$ cat src/rtl/mem_port_arbiter.sv
// Arbitrates one single-port synchronous memory between instruction fetch (I) and load/store (D).
// D has priority; a streak counter forces a pending fetch through after MAX_D_STREAK D grants.
module mem_port_arbiter #(
  parameter int unsigned MAX_D_STREAK = 4,
  parameter int unsigned STREAK_W     = 3
) (
  input  logic        clk,
  input  logic        rst_n,
  input  logic        i_req,
  input  logic [31:0] i_addr,
  output logic        i_gnt,
  output logic        i_rvalid,
  output logic [31:0] i_rdata,
  input  logic        d_req,
  input  logic        d_we,
  input  logic [31:0] d_addr,
  input  logic [31:0] d_wdata,
  input  logic [3:0]  d_mask,
  output logic        d_gnt,
  output logic        d_rvalid,
  output logic [31:0] d_rdata,
  output logic        mem_ren,
  output logic        mem_wen,
  output logic [31:0] mem_addr,
  output logic [31:0] mem_wdata,
  output logic [3:0]  mem_mask,
  input  logic [31:0] mem_rdata,
  output logic [31:0] perf_conflicts
);

  typedef enum logic [1:0] {
    RESP_NONE = 2'd0,
    RESP_I    = 2'd1,
    RESP_D    = 2'd2
  } resp_t;

  localparam logic [STREAK_W-1:0] STREAK_MAX = STREAK_W'(MAX_D_STREAK);

  logic [STREAK_W-1:0] streak;
  logic [STREAK_W-1:0] streakNext;
  resp_t               respSel;
  resp_t               respNext;
  logic                forceI;
  logic                unusedAddrLsbs;

  // Word-aligned port: the byte offset never reaches the memory.
  assign unusedAddrLsbs = ^{i_addr[1:0], d_addr[1:0]};

  assign forceI = (MAX_D_STREAK != 0) && (streak == STREAK_MAX) && i_req;
  assign d_gnt  = rst_n && d_req && !forceI;
  assign i_gnt  = rst_n && i_req && !d_gnt;

  // Memory port drive for the single granted requester.
  always_comb begin
    mem_ren   = 1'b0;
    mem_wen   = 1'b0;
    mem_addr  = 32'd0;
    mem_wdata = 32'd0;
    mem_mask  = 4'd0;
    if (d_gnt) begin
      mem_addr = {d_addr[31:2], 2'b00};
      if (d_we) begin
        mem_wen   = 1'b1;
        mem_wdata = d_wdata;
        mem_mask  = d_mask;
      end else begin
        mem_ren = 1'b1;
      end
    end else if (i_gnt) begin
      mem_ren  = 1'b1;
      mem_addr = {i_addr[31:2], 2'b00};
    end
  end

  // Next streak and response tag.
  always_comb begin
    streakNext = streak;
    respNext   = RESP_NONE;
    if (i_gnt || !i_req) begin
      streakNext = '0;
    end else if (d_gnt) begin
      streakNext = (streak == STREAK_MAX) ? streak : streak + STREAK_W'(1);
    end
    if (i_gnt) begin
      respNext = RESP_I;
    end else if (d_gnt && !d_we) begin
      respNext = RESP_D;
    end
  end

  always_ff @(posedge clk) begin
    if (!rst_n) begin
      streak         <= '0;
      respSel        <= RESP_NONE;
      perf_conflicts <= 32'd0;
    end else begin
      streak  <= streakNext;
      respSel <= respNext;
      if (i_req && d_req) begin
        perf_conflicts <= perf_conflicts + 32'd1;
      end
    end
  end

  // Read data is shared; only the tagged requester sees rvalid.
  assign i_rvalid = (respSel == RESP_I);
  assign d_rvalid = (respSel == RESP_D);
  assign i_rdata  = mem_rdata;
  assign d_rdata  = mem_rdata;

endmodule

$ cat config.mk
export PLATFORM = sky130hd
export DESIGN_NAME = mem_port_arbiter
export DESIGN_NICKNAME = d
export VERILOG_FILES = /design/src/rtl/mem_port_arbiter.sv
export SDC_FILE = /design/constraint.sdc
export NUM_CORES = 1
export LEC_CHECK = 0
export ABC_AREA = 1
export CAP_MARGIN = 20
export CORE_AREA = 3 3 118 120
export DETAILED_ROUTE_END_ITERATION = 6
export DIE_AREA = 0 0 121 123
export HOLD_SLACK_MARGIN = 0.12
export PLACE_DENSITY = 0.69
export REMOVE_ABC_BUFFERS = 1
export SKIP_LAST_GASP = 1
export SYNTH_ARGS = -nofsm -noshare
export SYNTH_HDL_FRONTEND = slang
export SYNTH_SLANG_ARGS = --single-unit
$ cat constraint.sdc
create_clock -name clk -period 3.81 [get_ports clk]
set_input_delay 0.381 -clock clk [delete_from_list [all_inputs] [get_ports clk]]
set_output_delay 0.381 -clock clk [all_outputs]
set_load 0.02 [all_outputs]
; ---- Word-level counts from Yosys, hierarchy flattened
; Index checks and enable logic that the tools add are counted.
[totals]
regBits = 37
output_inout_bits = 170
word_cells = 39
[classes]
addsub = 2
n_eq_ne = 3
muxes = 13
bitwise = 2
n_reduce_logical = 15
[ops]
columns = op, n
row1 = $mux W32, 4
row2 = $add A32 B1 Y32 const B, 1
row3 = $mux W4, 2
row4 = $logic_and A1 B1 Y1, 7
row5 = $mux W1, 6
row6 = $logic_not A1 Y1, 4
row7 = $reduce_or A2 Y1, 2
row8 = $add A3 B1 Y3 const B, 1
row9 = $eq A3 B3 Y1 const B, 1
row10 = $eq A2 B1 Y1 const B, 1
row11 = $eq A2 B2 Y1 const B, 1
row12 = $mux W2, 1
row13 = $not A1 Y1, 2
row14 = $reduce_and A2 Y1, 1
row15 = $logic_or A1 B1 Y1, 1

; ---- Depth between registers and ports, before layout
; Gate-level depths: netlist of run 1.
[depth]
depth_word = 8
mapped_depth = 9
depth_no_buf = 9

; ---- Worst setup path after synthesis of run 1
; OpenSTA, ideal clock, no wires.
[synth_path]
path_kind = reg-to-output
start = register streak[0]
end = output port mem_ren
t_arrival_ps = 1369
t_required_ps = 3429
setup_slack_ps = 2060
stages_incl_launch_ff = 7
cell_sequence = dfxtp_1 inv_1 ha_1 nand3_1 nand2_1 buf_2 o21ai_0
[synth_via]
elab_chain_cells = 8
[synth_rtl]
columns = element, line
row1 = from (decl), 39  ; logic [STREAK_W-1:0] streak;
row2 = from (signal assigned), 97  ; streak <= streakNext;
row3 = $eq A3 B3 Y1 (*), 49  ; assign forceI = (MAX_D_STREAK != 0) && (streak == STREAK_MAX) && i_req;
row4 = $logic_and A1 B1 Y1 (*), 49
row5 = $logic_not A1 Y1 (*), 50  ; assign d_gnt = rst_n && d_req && !forceI;
row6 = $logic_and A1 B1 Y1 (*), 50
row7 = $logic_not A1 Y1, 51  ; assign i_gnt = rst_n && i_req && !d_gnt;
row8 = $logic_and A1 B1 Y1, 51
row9 = $mux W1, 69  ; end else if (i_gnt) begin
row10 = $mux W1 (*), 60  ; if (d_gnt) begin
row11 = to (decl), 22  ; output logic mem_ren,
; Every way passes the cells marked *; elsewhere a longest branch is shown, timed or not.

; ---- Final worst setup path of run 1
[layout_path]
start = input port i_req
end = output port mem_addr[26]
[layout_via]
elab_chain_cells = 7
word_cells_on_any_way = 8
classes_between = 2 x mux / 6 x reduce/logical
[layout_rtl]
columns = element, line
row1 = from (decl), 9  ; input logic i_req,
row2 = $logic_and A1 B1 Y1, 49
row3 = $logic_not A1 Y1, 50
row4 = $logic_and A1 B1 Y1, 50
row5 = $logic_not A1 Y1, 51
row6 = $logic_and A1 B1 Y1, 51
row7 = $mux W32, 69
row8 = $mux W32 (*), 60
row9 = to (decl), 24  ; output logic [31:0] mem_addr,
; Marked as above.

==> flow_summary.ini, run 1 <==
[route]
wl_per_cell_um = 17.2
drt-total-wl_um = 14000
via_per_inst = 4.45
vias = 3637
drc = 0
detail-route-antenna-nets = 0
drtIter0Drc = 262
dr.pass1.iters = 4

[setup_path]
crit_required_ns = 3.43
cp-start-kind = input pin
end_kind = output port
critPathArrivalTime_ns = 2.60
crit_type = in2out
r2r_end = perf_conflicts[24]
critical_path.max_fanout = 31
reg2reg_slack_ns = 2.26
r2r_cells = 9
r2r_start = perf_conflicts[0]

[power]
total_power_mw = 1.13
p_per_area_nw_per_um2 = 225
ir_worst_vdd_mv = 0.130
leakage_nw = 1.84

[place]
place_ws_ns = 0.795
gp_congestion = 0.935
io_buffers = 204
dp_hpwl_um = 12000

[final_layout]
final_common_cell = clkdlybuf4s50_1
syn_to_final_growth_pct = 59.6
final_cell_mix = 201 x clkdlybuf4s50_1, 121 x nand2_1, 105 x nor2_1, 39 x inv_1, 37 x dfxtp_1
drive_above_1_share_pct = 4.84
antennaDiodeCount = 0
nets = 780
fin_util_pct = 38.3
fill_cells = 1375

[clock_tree]
cts.sinks = 37
cts_setup_buffers = 0
cts_root_buffer = clkbuf_16
numCtsBuffers = 5
clk_pin_slew_ns = 0.06
clock_latency_ns = 0.29
cts_resized = 0
cts_tree = yes
clock_path_buffers = 2
htree_levels = 2
holdBufCountCts = 0

[logic_synthesis]
yosys_warnings = 0
syn_inst = 508
synth_area_um2 = 3140
ys_seq_elements = 37
avgSynthCellArea_um2 = 6.18
yosysSeqAreaShare_pct = 23.6
synth_cell_type_count = 33

[grt]
grt_util_all_layers_pct = 17.7
grt_pass1_wl_um = 19800
grt_overflow = 0
antenna_found_initial = 0
grt_max_degree = 39
grt_pass1_vias = 3408

[job]
drv_cap = 0

[timing]
hold_viol = 0
worst_slack_ns = 0.831
fin_hold_ws_ns = 0.455
slew_viol_final = 0
tns_ns = 0
maxSlewHeadroom_pct = 54.8
min_period_ns = 2.98
tightest_slew_ns = 0.676
clock.fmax_ghz = 0.336
fin_worst_skew_ns = 0.00701
setup_violations = 0
fin_crit_sh_pct = 78.2
grt_setup_unrepaired = false

[floorplan]
io_pins = 307
rows = 42
die_x_um = 121
core_area_um2 = 13100
die_y_um = 123
die_area_um2 = 14900
initial_core_util_pct = 24.0

[status]
status = completed

[min_path]
hp-class = reg2reg
min_from = streak[0]
whs_endpoint = streak[0]
holdPathStages = 1
==> final cells by class <==
cell class | instances | area [µm²] | area share, %
repair buffers | 208 | 2090 | 41.7
inverters | 44 | 165 | 3.30
flip-flops and latches | 37 | 741 | 14.8
multi-input cells | 344 | 1650 | 33.0
clock buffers | 5 | 125 | 2.50
clock inverters | 3 | 17.5 | 0.350
well taps | 176 | 220 | 4.40
==> Yosys cell counts (all sizes together) <==
| cell | n | area, µm² |
|---|---|---|
| nand2 | 123 | 472 |
| nor2 | 114 | 470 |
| buf | 78 | 563 |
| inv | 43 | 161 |
| dfxtp | 37 | 741 |
| a22o | 30 | 263 |
| nand3 | 26 | 135 |
| a21oi | 17 | 85.1 |
| o21ai | 10 | 50.0 |
| clkbuf | 6 | 22.5 |
| nand4 | 4 | 25.0 |
| and2 | 3 | 18.8 |
| ha | 3 | 37.5 |
| nor3 | 3 | 15.0 |
| nand3b | 2 | 15.0 |
| xor2 | 2 | 17.5 |
| a211oi | 1 | 7.51 |
| a21o | 1 | 7.51 |
| clkinv | 1 | 3.75 |
| conb | 1 | 3.75 |
| nor3b | 1 | 7.51 |
| o21bai | 1 | 7.51 |
| xnor2 | 1 | 8.76 |
==> through the flow <==
stage               area, µm²  std cells
global route             5010        817
detailed placement       4870        809
global placement         4870        809
finish                   5010        817
CTS                      5010        817
floorplan                2560        425
==> cell families after synthesis <==
logic type | Yosys count | share of synthesized area (%)
XOR/XNOR | 3 | 0.837
flip-flops | 37 | 23.6
AND/OR/NAND/NOR | 276 | 36.9
buffers and inverters | 128 | 23.9
other | 1 | 0.120
adder cells (fa/ha/maj) | 3 | 1.20
AO/OA/AOI/OAI | 60 | 13.4
==> how the worst max path moves through the flow <==
stage | start | endpoint | slack, ns | cells after the start
final | i_req | mem_addr[26] | 0.83 | 7
after detailed placement | i_req | mem_addr[26] | 0.79 | 7
after floorplan | streak[0] | mem_addr[10] | 1.11 | 6
after global routing | i_req | mem_addr[26] | 0.67 | 7
after global placement | i_req | mem_addr[26] | 0.79 | 7
after CTS | i_req | mem_addr[26] | 0.79 | 7
==> where the power goes <==
| part | switching, mW | internal, mW |
|---|---|---|
| registers | 0.00276 | 0.390 |
| logic | 0.144 | 0.182 |
| clock network | 0.169 | 0.240 |
| total | 0.315 | 0.812 |
==> worst max-delay path: stages <==
cell             delay (ns)
clkdlybuf4s50_1        0.58
nand3_1                0.10
nand2_1                0.10
nand3_1                0.12
inv_2                  0.42
a22o_1                 0.24
clkdlybuf4s50_1        0.64
==> flip-flops by register name, summed over array words and instances, names as in the netlist <==
register        cells
perf_conflicts     32
streak              3
respSel             2
==> metal layers <==
| layer | track usage (%) | share of wire [%] | vias to the layer above |
|---|---|---|---|
| li1 | - | - | 1804 |
| met1 | 23.9 | 46 | 1589 |
| met2 | 23.9 | 38 | 234 |
| met3 | 11.3 | 15 | 10 |
| met4 | 2.90 | 0.99 | 0 |
| met5 | 1.04 | 0 | - |
Power figures use the tool's default switching activity.
==> run 2: changes to the inputs <==
- CORE_AREA: 3 3 118 120 -> 3 3 117 119
- DIE_AREA: 0 0 121 123 -> 0 0 120 122
- PLACE_DENSITY: 0.69 -> 0.73
- clock period: 3.81 -> 2.45 ns (I/O delays scaled with it)
==> flow_summary.ini, run 2 (same netlist as run 1, synthesis figures left out) <==
[timing]
fin_crit_sh_pct = 95.6
grt_setup_unrepaired = false
hold_viol = 0
setup_violations = 0
fin_worst_skew_ns = 0.00514
worst_slack_ns = 0.109
clock.fmax_ghz = 0.427
min_period_ns = 2.34
slew_viol_final = 0

[route]
wl_per_cell_um = 18.5
via_per_inst = 4.52
drc = 0
vias = 3720
drt-total-wl_um = 15200
drtIter0Drc = 273
detail-route-antenna-nets = 0
dr.pass1.iters = 5

[floorplan]
rows = 41
die_y_um = 122
initial_core_util_pct = 24.8
core_area_um2 = 12700
die_area_um2 = 14600
io_pins = 307
die_x_um = 120

[power]
leakage_nw = 2.14
ir_worst_vdd_mv = 0.214
p_per_area_nw_per_um2 = 339

[clock_tree]
cts_setup_buffers = 0
holdBufCountCts = 0
cts.sinks = 37
cts_root_buffer = clkbuf_16
htree_levels = 2
cts_resized = 30
clock_latency_ns = 0.28
clock_path_buffers = 2
clk_pin_slew_ns = 0.05
cts_tree = yes
numCtsBuffers = 5

[setup_path]
path_cells = clkdlybuf4s50_1 -> nand2_1 -> inv_1 -> nand2_1 -> buf_12 -> nor2_1 -> buf_4 -> clkdlybuf4s50_1
critical-path-max-stage-delay_ns = 0.60
critPathArrivalTime_ns = 2.10
crit_slowest_cell = clkdlybuf4s50_1
crit_type = in2out
crit_family = buffers and inverters
critPathBufInv = 5
critical_path.max_fanout = 29
end_kind = output port
crit_required_ns = 2.20
cp-start-kind = input pin

[final_layout]
antennaDiodeCount = 0
seq_area_um2 = 741
largest_reg_flops = 32
final_cell_mix = 154 x clkdlybuf4s50_1, 121 x nand2_1, 105 x nor2_1, 39 x inv_1, 37 x dfxtp_1
nets = 790
top_register = perf_conflicts
drive_above_1_share_pct = 7.99
fill_cells = 1343
reg.largest.list = perf_conflicts: 32 flops, streak: 3 flops, respSel: 2 flops
syn_to_final_growth_pct = 64.0
final_area_um2 = 5140
final_common_cell = clkdlybuf4s50_1
multi_input_area_um2 = 1650

[place]
gp_congestion = 0.942
dp_hpwl_um = 13000
place_ws_ns = -0.0772
placed_area_um2 = 5030
io_buffers = 204

[grt]
grt_overflow = 0
grt_max_degree = 40
antenna_found_initial = 0
grt_pass1_vias = 3589
grt_util_all_layers_pct = 20.3
grt_pass1_wl_um = 22200

[job]
drv_cap = 0

[status]
status = completed

[min_path]
hp-class = reg2reg
==> run 2: cell types whose count changed in the layout (fill, tap and decap cells not counted), sizes merged <==
cell and delta:
buf +22, dlygate4sd2 +30, clkbuf +1, dlymetal6s2s +5, clkdlybuf4s50 -47, clkinvlp -1
==> run 2: metrics by stage <==
| step | hold WS, ns | utilization (%) | TNS (ns) | instances | power [mW] |
|---|---|---|---|---|---|
| floorplan | 0.317 | - | -3.30 | 425 | 0.797 |
| global placement | 0.433 | 39.7 | -1.39 | 815 | 1.16 |
| detailed placement | 0.442 | 39.7 | -1.21 | 815 | 1.17 |
| CTS | 0.449 | 40.5 | 0 | 823 | 1.76 |
| global route | 0.478 | 40.6 | 0 | 823 | 1.81 |
| finish | 0.443 | 40.6 | 0 | 823 | 1.74 |
==> run 2: worst paths after layout <==
| check | from | end | slack, ns | depth (start not counted) |
|---|---|---|---|---|
| worst max register to register | perf_conflicts[0] | perf_conflicts[24] | 0.87 | 9 |
| worst min register to register | streak[0] | streak[0] | 0.44 | 1 |
| worst min-delay path | streak[0] | streak[0] | 0.44 | 1 |
| worst max-delay path | rst_n | mem_wdata[24] | 0.11 | 8 |
==> run 2: worst register-to-register path, delay by kind of cell (launching register included) <==
family,cells,cell delay (ns)
adder cells (fa/ha/maj),1,0.23
flip-flops,1,0.39
AND/OR/NAND/NOR,8,0.90
==> run 2: routing by layer <==
layer  GRT usage [%]  part of all wire, %  up-vias
met4            2.58                 0.81        2
met1            26.7                   44     1628
met5            2.78                 0.26        -
met3            14.0                   17       15
li1                -                    -     1825
met2            27.4                   38      250
==> run 2: where the power goes <==
| part | total (mW) | switching [mW] | internal, mW |
|---|---|---|---|
| registers | 0.611 | 0.00439 | 0.607 |
| logic | 0.511 | 0.233 | 0.278 |
| clock network | 0.620 | 0.247 | 0.374 |
==> run 2: cell type report <==
class | instances | share of cell area, %
multi-input cells | 344 | 32.1
clock inverters | 2 | 0.195
inverters | 44 | 3.21
clock buffers | 6 | 2.50
flip-flops and latches | 37 | 14.4
repair buffers | 218 | 43.4
well taps | 172 | 4.18
==> run 3: changes to the inputs <==
- CTS_CLUSTER_SIZE: default -> 28
- GPL_ROUTABILITY_DRIVEN: default -> 0
==> flow_summary.ini, run 3 (same netlist as run 1, synthesis figures left out) <==
[status]
status = completed

[place]
dp_hpwl_um = 12900
place_ws_ns = -0.0866
io_buffers = 204
dp_cells = 819

[floorplan]
die_area_um2 = 14600
io_pins = 307
die_y_um = 122
initial_core_util_pct = 24.8
die_x_um = 120
core_area_um2 = 12700
rows = 41

[route]
vias = 3761
drtIter0Drc = 249
wl_per_cell_um = 18.2
drc = 0
via_per_inst = 4.55
detail-route-antenna-nets = 0
drt-total-wl_um = 15100
dr.pass1.iters = 5

[timing]
grt_setup_unrepaired = false
fin_worst_skew_ns = 0.00556
hold_viol = 0
setup_violations = 0
min_period_ns = 2.30
fin_crit_sh_pct = 94.1
slew_viol_final = 0
worst_slack_ns = 0.146
clock.fmax_ghz = 0.434

[clock_tree]
clk_pin_slew_ns = 0.06
numCtsBuffers = 5
cts_root_buffer = clkbuf_16
clock_path_buffers = 2
htree_levels = 2
cts_tree = yes
cts_resized = 32
clock_latency_ns = 0.28
cts_setup_buffers = 0
holdBufCountCts = 0
cts.sinks = 37

[setup_path]
crit_type = in2out
critical_path.max_fanout = 26
cp-start-kind = input pin
reg2reg_slack_ns = 0.91
critical-path-max-stage-delay_ns = 0.62
crit_slowest_cell = clkdlybuf4s50_1
critPathBufInv = 5
crit_family = buffers and inverters
critPathArrivalTime_ns = 2.06
path_cells = clkdlybuf4s50_1 -> nand2_1 -> inv_1 -> nand2_1 -> inv_1 -> buf_12 -> clkdlybuf4s50_1
end_kind = output port
crit_required_ns = 2.20

[final_layout]
multi_input_area_um2 = 1650
drive_above_1_share_pct = 8.40
seq_area_um2 = 741
fin_util_pct = 41.0
final_cell_mix = 150 x clkdlybuf4s50_1, 121 x nand2_1, 105 x nor2_1, 39 x inv_1, 37 x dfxtp_1
syn_to_final_growth_pct = 65.7
final_cells = 827
fill_cells = 1318
top_register = perf_conflicts
final_common_cell = clkdlybuf4s50_1
reg.largest.list = perf_conflicts: 32 flops, streak: 3 flops, respSel: 2 flops
nets = 794
largest_reg_flops = 32
antennaDiodeCount = 0

[grt]
grt_pass1_vias = 3542
grt_pass1_wl_um = 21900
grt_max_degree = 40
antenna_found_initial = 3
grt_overflow = 0
grt_util_all_layers_pct = 19.8

[power]
leakage_nw = 2.23
total_power_mw = 1.88
p_per_area_nw_per_um2 = 362
ir_worst_vdd_mv = 0.317

[job]
drv_cap = 0

[min_path]
hp-class = reg2reg
[run 3: final timing paths]
path                          start                 end  cells after the start
setup reg to reg  perf_conflicts[0]  perf_conflicts[10]                      8
hold reg to reg           streak[0]           streak[0]                      1
hold / removal            streak[0]           streak[0]                      1
setup / recovery              rst_n               d_gnt                      7
[run 3: report_power, final]
part	total (mW)	internal, mW	leakage (nW)	switching [mW]
Combinational	0.511	0.279	1.85	0.232
Sequential	0.611	0.607	0.299	0.00418
Clock	0.761	0.508	0.0831	0.253
Total	1.88	1.39	2.23	0.489
[run 3: per-stage QoR]
stage | instance area, µm² | setup TNS, ns | hold WS [ns]
final | 5200 | 0 | 0.448
after global routing | 5200 | 0 | 0.489
after global placement | 5040 | -1.50 | 0.434
after detailed placement | 5040 | -1.45 | 0.436
after floorplan | 2560 | -3.30 | 0.317
after CTS | 5180 | 0 | 0.448
[run 3: layer usage]
layer / GRT usage, % / share of wire, %
met4: 1.15 / 0.20
met2: 27.4 / 39
met3: 14.2 / 18
met1: 25.9 / 42
met5: 2.78 / 0.26
[run 3: final cells by class]
cell class | instances | area share (%)
Clock inverter | 2 | 0.722
Tap cell | 172 | 4.14
Sequential cell | 37 | 14.2
Multi-Input combinational cell | 344 | 31.7
Timing Repair Buffer | 222 | 43.3
Clock buffer | 6 | 2.67
Inverter | 44 | 3.18
